===== src/rtl/bpsk_frame_scheduler.sv =====
// Ping-pong frame buffer controller: fills one BRAM bank from the host stream
// while the modulator reads the other, and sequences trigger / done / gap / swap.
module bpsk_frame_scheduler #(
   parameter int unsigned data_width     = 8,
   parameter int unsigned addr_width     = 8,
   parameter int unsigned frame_length   = 150,
   parameter int unsigned gap_cycles     = 1000,
   parameter int unsigned timeout_cycles = 2000000
) (
   input  logic                  clk,
   input  logic                  rst,
   input  logic                  wr_valid,
   input  logic [data_width-1:0] wr_data,
   input  logic                  wr_last,
   output logic                  wr_ready,
   output logic                  send_signal,
   input  logic                  tx_done,
   input  logic                  mod_ram_en,
   input  logic [addr_width-1:0] mod_ram_addr,
   output logic [data_width-1:0] mod_ram_rd_data,
   output logic                  bram_a_en,
   output logic                  bram_a_we,
   output logic [addr_width:0]   bram_a_addr,
   output logic [data_width-1:0] bram_a_wr_data,
   output logic                  bram_b_en,
   output logic [addr_width:0]   bram_b_addr,
   input  logic [data_width-1:0] bram_b_rd_data,
   output logic [1:0]            bank_full,
   output logic [15:0]           frames_sent,
   output logic                  len_err,
   output logic                  timeout_err
);

   localparam logic [addr_width-1:0] last_ptr     = addr_width'(frame_length - 1);
   localparam logic [31:0]           timeout_last = 32'(timeout_cycles - 1);
   localparam logic [31:0]           gap_last     = 32'(gap_cycles - 1);

   typedef enum logic [1:0] {IDLE, START, BUSY, GAP} tx_state_t;

   tx_state_t             state, state_next;
   logic                  wr_bank, rd_bank;
   logic [addr_width-1:0] wr_ptr;
   logic [31:0]           cnt;
   logic                  accept, close, bank_release, timed_out;
   logic [1:0]            set_mask, clr_mask;

   assign wr_ready     = !bank_full[wr_bank];
   assign accept       = wr_valid && wr_ready;
   assign close        = accept && (wr_last || (wr_ptr == last_ptr));
   assign bank_release = (state == BUSY) && (tx_done || (cnt == timeout_last));
   assign timed_out    = (state == BUSY) && !tx_done && (cnt == timeout_last);

   // Independent set/clear per bank so a close and a release on opposite banks both land.
   assign set_mask = {close && wr_bank, close && !wr_bank};
   assign clr_mask = {bank_release && rd_bank, bank_release && !rd_bank};

   assign bram_b_en       = mod_ram_en;
   assign bram_b_addr     = {rd_bank, mod_ram_addr};
   assign mod_ram_rd_data = bram_b_rd_data;

   always_ff @(posedge clk) begin
      if (rst) begin
         wr_bank        <= 1'b0;
         wr_ptr         <= '0;
         bram_a_en      <= 1'b0;
         bram_a_we      <= 1'b0;
         bram_a_addr    <= '0;
         bram_a_wr_data <= '0;
         len_err        <= 1'b0;
      end else begin
         bram_a_en <= accept;
         bram_a_we <= accept;
         len_err   <= close && !wr_last;
         if (accept) begin
            bram_a_addr    <= {wr_bank, wr_ptr};
            bram_a_wr_data <= wr_data;
            if (close) begin
               wr_ptr  <= '0;
               wr_bank <= !wr_bank;
            end else begin
               wr_ptr <= wr_ptr + 1'b1;
            end
         end
      end
   end

   always_ff @(posedge clk) begin
      if (rst) begin
         state       <= IDLE;
         rd_bank     <= 1'b0;
         bank_full   <= '0;
         frames_sent <= '0;
         timeout_err <= 1'b0;
         cnt         <= '0;
      end else begin
         state       <= state_next;
         bank_full   <= (bank_full | set_mask) & ~clr_mask;
         timeout_err <= timed_out;
         if (bank_release) rd_bank <= !rd_bank;
         if ((state == BUSY) && tx_done) frames_sent <= frames_sent + 16'd1;
         // One counter serves both BUSY timeout and GAP length; it restarts at each phase entry.
         case (state)
            BUSY:    cnt <= bank_release ? '0 : cnt + 32'd1;
            GAP:     cnt <= cnt + 32'd1;
            default: cnt <= '0;
         endcase
      end
   end

   always_comb begin
      state_next  = state;
      send_signal = 1'b0;
      case (state)
         IDLE:  if (bank_full[rd_bank]) state_next = START;
         START: begin
            send_signal = 1'b1;
            state_next  = BUSY;
         end
         BUSY:  if (bank_release) state_next = GAP;
         GAP:   if (cnt == gap_last) state_next = IDLE;
         default: state_next = IDLE;
      endcase
   end

endmodule


===== config.mk =====
export PLATFORM = sky130hd
export DESIGN_NAME = bpsk_frame_scheduler
export DESIGN_NICKNAME = d
export VERILOG_FILES = /design/src/rtl/bpsk_frame_scheduler.sv
export SDC_FILE = /design/constraint.sdc
export NUM_CORES = 1
export LEC_CHECK = 0
export BUFFER_PORTS_ARGS = -buffer_cell sky130_fd_sc_hd__buf_2
export CORE_MARGIN = 2
export CORE_UTILIZATION = 58
export CTS_CLUSTER_SIZE = 14
export DETAILED_ROUTE_END_ITERATION = 16
export PLACE_DENSITY = 0.85
export SLEW_MARGIN = 5
export SYNTH_ARGS = -nofsm -noshare
export SYNTH_HDL_FRONTEND = slang
export SYNTH_SLANG_ARGS = --single-unit

===== constraint.sdc =====
create_clock -name clk -period 5.6 [get_ports clk]
set_clock_uncertainty 0.15 [all_clocks]
set_input_delay 0.84 -clock clk [delete_from_list [all_inputs] [get_ports clk]]
set_output_delay 0.84 -clock clk [all_outputs]
set_load 0.005 [all_outputs]

==> flow_summary.toml, run 1 <==
[floorplanning]
die_area_mm2 = 0.007161
start_util_pct = 59.71
die_h_um = 84.62
rows = 29
ios = 89
core_area_mm2 = 0.006314
die_w_um = 84.62

[worst_setup_path]
slowest_stage = "a21o_2"
cp_data_required_time_ps = 5660
crit_chain = "ha_1 -> nand4_2 -> or2_2 -> o41ai_4 -> a21o_2 -> nor2b_1"
crit_type = "reg2reg"
arrival_ps = 2560
slowest_delay_ps = 560
crit_fanout = 32
start_kind = "flip-flop"
end_kind = "flip-flop"
crit_family = "compound AO/OA/AOI/OAI gates"
crit_buf_inv = 0

[sta]
setup_violations = 0
fin_crit_ps = 2504
worst_slack_ps = 3096
hold_viol_final = 0
tns_ps = 0
rsz0062_at_grt = "false"
tightest_slew_ps = 818.9
slew_headroom_pct = 44.98
slew_viol_final = 0
fin_hold_ws_ps = 302.5
period_share_pct = 44.71
fmax_ghz = 0.3994

[pwr]
p_per_area_mw_per_mm2 = 277.2
design_power_total_mw = 1.135
power_leakage_nw = 1.578
ir_worst_vdd_mv = 0.1796

[routing]
totalWireLength_um = 7442
drt-vias-per-instance = 5.593
initialDrtViolationCount = 97
drc = 0
via_count = 3048
ant_nets = 0
wl_per_cell_um = 13.66
firstDrtPassIters = 4

[synth]
synthTopCellsByArea = "dfxtp_1 44%, xor2_1 8.4%, nor2_1 6.7%"
yosys.cell_types.count = 40
synth_ff_type = "dfxtp_1"
synth_cells = 439
synth_edf_count = 0
yosysSeqAreaShare_pct = 43.54
ys_seq_elements = 82
yosysTopAreaCellShare_pct = 43.54
syn_area_mm2 = 0.003770
synth_area_per_cell_um2 = 8.587
synth_async_sr_flop_share_pct = 0
synth_warnings = 0
synth_top_cell_by_area = "dfxtp_1"
syn-num-nets = 477

[final_layout]
register_area_mm2 = 0.001642
n_antenna_cell = 0
area.growth.synth_to_final_pct = 8.596
num-nets-final = 502
multiInputGateArea_mm2 = 0.001839
drive_gt1_share_pct = 17.31
n_fill_cell = 542

[clocking]
cts_setup_buffers = 0
cts_root_buf = "clkbuf_8"
clock-sinks = 82
hold_buffers = 0
clk_path_buf_depth = 2
numCtsBuffers = 9
cts_resized = 0
cts_max_level = 3
clk_pin_slew_ps = 80
cts_tree = "yes"
clock_latency_ps = 350

[placement]
place.gp.congestion = 0.7938
io_buffer_count = 54
dp_slack_ps = 3100
dp_hpwl_um = 5093

[run]
maxCapViolations = 0

[status]
status = "finished clean"

[global_route]
antenna_found_initial = 0
track_usage_pct = 21.93
first_global_vias = 2925
grt_max_degree = 47
grt_first_pass_wirelength_um = 12950
grt-ovfl-total = 0

[worst_hold_path]
min_path_type = "reg2reg"
==> cell families (layout without fill, tap and decap cells) <==
kind of cell    count (synthesis)  count (layout)  synth area share, %
mux                             3               3               0.8297
xor+xnor                       50              50                11.62
simple gates                  204             204                26.68
buf+inv                        54              83                7.667
flops                          82              82                43.54
fa+ha+maj                       8               8                2.655
compound gates                 38              38                7.003
==> per-stage QoR <==
step / std cells / instance area, um2 / util, %
2_1_floorplan: 439 / 3770 / -
3_3_place_gp: 530 / 3904 / 61.83
3_5_place_dp: 530 / 3904 / 61.83
4_1_cts: 545 / 4094 / 64.84
5_1_grt: 545 / 4094 / 64.84
6_report: 545 / 4094 / 64.84
==> power breakdown <==
group,switching [mW],internal [mW],leakage [nW]
clock network,0.215,0.204,0.0877
registers,0.0129,0.598,0.663
logic,0.0637,0.0416,0.827
total,0.291,0.844,1.58
==> synthesized netlist by cell type (3+ instances only) <==
master and n:
xor2_1 36, nor4_2 3, nor3_1 5, ha_1 8
and3_1 8, inv_1 13, clkbuf_1 13, o21ai_0 4
nor4_1 6, buf_2 3, buf_4 22, nand2_1 55
nand3_1 13, dfxtp_1 82, and2_1 5, nand4_1 25
nor2_1 67, buf_1 3, a21oi_1 22, xnor2_1 14
and4_1 7
==> final timing paths <==
kind | startpoint | to | slack [ps] | depth (start not counted)
worst min-delay path | cnt[0] | cnt[0] | 300 | 1
worst max register to register | cnt[0] | cnt[15] | 3100 | 6
worst max-delay path | cnt[0] | cnt[15] | 3100 | 6
worst min register to register | cnt[0] | cnt[0] | 300 | 1
==> layer usage <==
| layer | global-route usage, % | share of wire [%] |
|---|---|---|
| met5 | 0 | 0 |
| met4 | 8.947 | 1.9 |
| met3 | 5.506 | 5.4 |
| met2 | 36.58 | 49 |
| met1 | 27.08 | 44 |
==> final cells by class <==
type / instances / share of cell area (%)
tap: 77 / 2.353
inverter: 13 / 1.192
sequential: 82 / 40.10
clock buffer: 9 / 3.026
multi-input combinational: 303 / 44.93
timing repair buffer: 55 / 6.785
clock inverter: 6 / 1.620
==> state kept, by name (all words and copies together) (netlist names) <==
register / count
bram_a_we: 1
bank_full: 2
wr_ptr: 8
frames_sent: 16
rd_bank: 1
timeout_err: 1
cnt: 32
bram_a_wr_data: 8
wr_bank: 1
state: 2
bram_a_addr: 9
len_err: 1
==> layout by cell type, fill, tap and decap left out, types with 2 or more instances in the layout <==
| master | n |
|---|---|
| xnor2_1 | 14 |
| and4_1 | 7 |
| nor3_1 | 5 |
| nor4_2 | 3 |
| or3_1 | 2 |
| clkinvlp_4 | 3 |
| o21ai_0 | 4 |
| inv_1 | 13 |
| nor2_1 | 67 |
| nand4b_1 | 2 |
| ha_1 | 8 |
| clkbuf_8 | 9 |
| nand4_2 | 2 |
| buf_2 | 54 |
| nand3_1 | 13 |
| dfxtp_1 | 82 |
| a221oi_1 | 2 |
| o41ai_4 | 2 |
| and2_1 | 5 |
| nand4_1 | 25 |
| nor4_1 | 6 |
| nand2_1 | 55 |
| and3_1 | 8 |
| a21oi_1 | 22 |
| mux2i_1 | 2 |
| xor2_1 | 36 |
No activity file was read; power rests on OpenSTA's default activity.
==> run 2: changes to the inputs <==
--- a/config.mk
+++ b/config.mk
@@ -7,10 +7,10 @@
 export LEC_CHECK = 0
 export BUFFER_PORTS_ARGS = -buffer_cell sky130_fd_sc_hd__buf_2
 export CORE_MARGIN = 2
-export CORE_UTILIZATION = 58
+export CORE_UTILIZATION = 48
 export CTS_CLUSTER_SIZE = 14
 export DETAILED_ROUTE_END_ITERATION = 16
-export PLACE_DENSITY = 0.85
+export PLACE_DENSITY = 0.75
 export SLEW_MARGIN = 5
 export SYNTH_ARGS = -nofsm -noshare
 export SYNTH_HDL_FRONTEND = slang
==> constraint.sdc (replaced) <==
create_clock -name clk -period 2 [get_ports clk]
set_clock_uncertainty 0.15 [all_clocks]
set_input_delay 0.3 -clock clk [delete_from_list [all_inputs] [get_ports clk]]
set_output_delay 0.3 -clock clk [all_outputs]
set_load 0.005 [all_outputs]
==> run 2 against run 1 <==
The flow now finishes with violations (negative setup slack). Combinational power rose to 4.1 times the previous value. Final cell count rose by 13%. First-iteration DRC count rose by 37%. Maximum frequency grew 21%. Critical endpoint is now cnt[3]. Largest power group unchanged.
==> flow_summary.toml, run 2 (synthesis gave the netlist of run 1 again) <==
[sta]
fmax_ghz = 0.4848
period_share_pct = 103.1
slew_headroom_pct = 69.36
rsz0062_at_grt = "true"
setup_violations = 35
hold_viol_final = 0
fin_crit_ps = 2063
tns_ps = -1595
worst_slack_ps = -62.85
tightest_slew_ps = 459.5
slew_viol_final = 0

[floorplanning]
die_w_um = 92.62
start_util_pct = 49.04
die_h_um = 92.62
ios = 89
rows = 32
die_area_mm2 = 0.008578
core_area_mm2 = 0.007687

[clocking]
clk_pin_slew_ps = 90
clock_latency_ps = 360
clk_path_buf_depth = 2
cts_tree = "yes"
numCtsBuffers = 9
cts_root_buf = "clkbuf_8"
cts_max_level = 3
clock-sinks = 82

[final_layout]
area.growth.synth_to_final_pct = 23.90
layout.cells.most_common_list = "77 x dfxtp_1, 67 x nor2_1, 55 x nand2_1, 54 x buf_2, 41 x buf_4"
largest_register_ffs = 32
num-nets-final = 548
n_antenna_cell = 0
top_register = "cnt"
final_common_cell = "dfxtp_1"
reg_top3 = "cnt (32), frames_sent (16), bram_a_addr (9)"
n_fill_cell = 652
drive_gt1_share_pct = 27.96
final_cells = 617

[placement]
dp_hpwl_um = 5628
io_buffer_count = 54
place.gp.congestion = 0.7760
dp_slack_ps = -208.8
placed_cells = 594

[global_route]
grt_use_met2_pct = 35.04
grt.busiest_layer = "met2"
antenna_found_initial = 0
grt_first_pass_wirelength_um = 14160
grt_max_degree = 26
first_global_vias = 3140
grt_util_met3_pct = 4.394
grt-ovfl-total = 0
track_usage_pct = 20.35
grt_util_met1_pct = 25.03

[routing]
via_count = 3239
ant_nets = 0
firstDrtPassIters = 4
totalWireLength_um = 8540
initialDrtViolationCount = 133
wl_per_cell_um = 13.84
drt-vias-per-instance = 5.250
drc = 0

[worst_setup_path]
slowest_stage = "o41ai_4"
r2r_start = "cnt[1]"
reg2reg_to = "cnt[3]"
crit_buf_inv = 1
reg2reg_slack_ps = -60
end_kind = "flip-flop"
cp_data_required_time_ps = 2100
slowest_delay_ps = 400
crit_chain = "ha_4 -> nand4_4 -> or2_4 -> o41ai_4 -> a21o_2 -> clkbuf_16 -> nor2_1"
reg2regPathDepth = 7
crit_end = "cnt[3]"
arrival_ps = 2160
crit_type = "reg2reg"
start_kind = "flip-flop"
cp-startpoint = "cnt[1]"
crit_family = "compound AO/OA/AOI/OAI gates"
worst-path-stages = 7
crit_fanout = 11

[pwr]
power_leakage_nw = 1.885
ir_worst_vdd_mv = 0.4246
p_per_area_mw_per_mm2 = 728.9

[status]
violations = "negative setup slack"
status = "complete, but fails checks"

[run]
maxCapViolations = 0

[worst_hold_path]
min_path_type = "in2reg"
whs_path_depth = 3
[run 2: cell type report]
| type | count | area [um2] | share of cell area, % |
|---|---|---|---|
| inverter | 13 | 48.80 | 1.045 |
| clock buffer | 10 | 137.6 | 2.947 |
| tap | 102 | 127.6 | 2.732 |
| sequential | 82 | 1650 | 35.33 |
| multi-input combinational | 303 | 1967 | 42.11 |
| clock inverter | 6 | 72.57 | 1.554 |
| timing repair buffer | 101 | 666.9 | 14.28 |
[run 2: repair_timing]
item | CTS | global route
hold buffers | 1 | 0
hold endpoints to repair | 1 | 0
setup endpoints to repair | 35 | 39
pin swaps | 13 | 1
cloned | 0 | 1
resized for setup | 22 | 6
setup buffers | 4 | 1
[run 2: metal layers]
| layer | wire length (um) | vias up |
|---|---|---|
| li1 | - | 1599 |
| met1 | 3666 | 1532 |
| met2 | 4281 | 94 |
| met3 | 485 | 14 |
| met4 | 106 | 0 |
| met5 | 0 | - |
[run 2: worst min path at each step]
stage                            from                 to  slack, ps
CTS                        wr_data[7]  bram_a_wr_data[7]         20
detailed placement     bram_a_addr[2]     bram_a_addr[2]        300
finish                     wr_data[7]  bram_a_wr_data[7]         20
global placement    bram_a_wr_data[7]  bram_a_wr_data[7]        290
global route               wr_data[1]  bram_a_wr_data[1]         20
floorplan                     wr_last            len_err        230
[run 2: power breakdown]
group	leakage [nW]	switching [mW]	internal, mW
registers	0.666	0.0353	1.67
clock network	0.103	0.645	0.624
logic	1.12	0.231	0.196
total	1.88	0.912	2.49
[run 2: worst register-to-register path, cell delays in order (launching register included)]
cell       delay, ps
dfxtp_2          370
ha_4             160
nand4_4           70
or2_4            300
o41ai_4          400
a21o_2           290
clkbuf_16        190
nor2_1            50
[run 2: through the flow]
step                hold slack, ps  cell area (um2)  utilization (%)  power, mW
detailed placement           296.0             4249            55.27      2.097
finish                       24.10             4671            60.76      3.405
global route                 22.95             4671            60.76      3.545
global placement             288.2             4249            55.27      2.081
floorplan                    226.3             3779                -      1.991
CTS                          17.99             4609            59.96      3.393
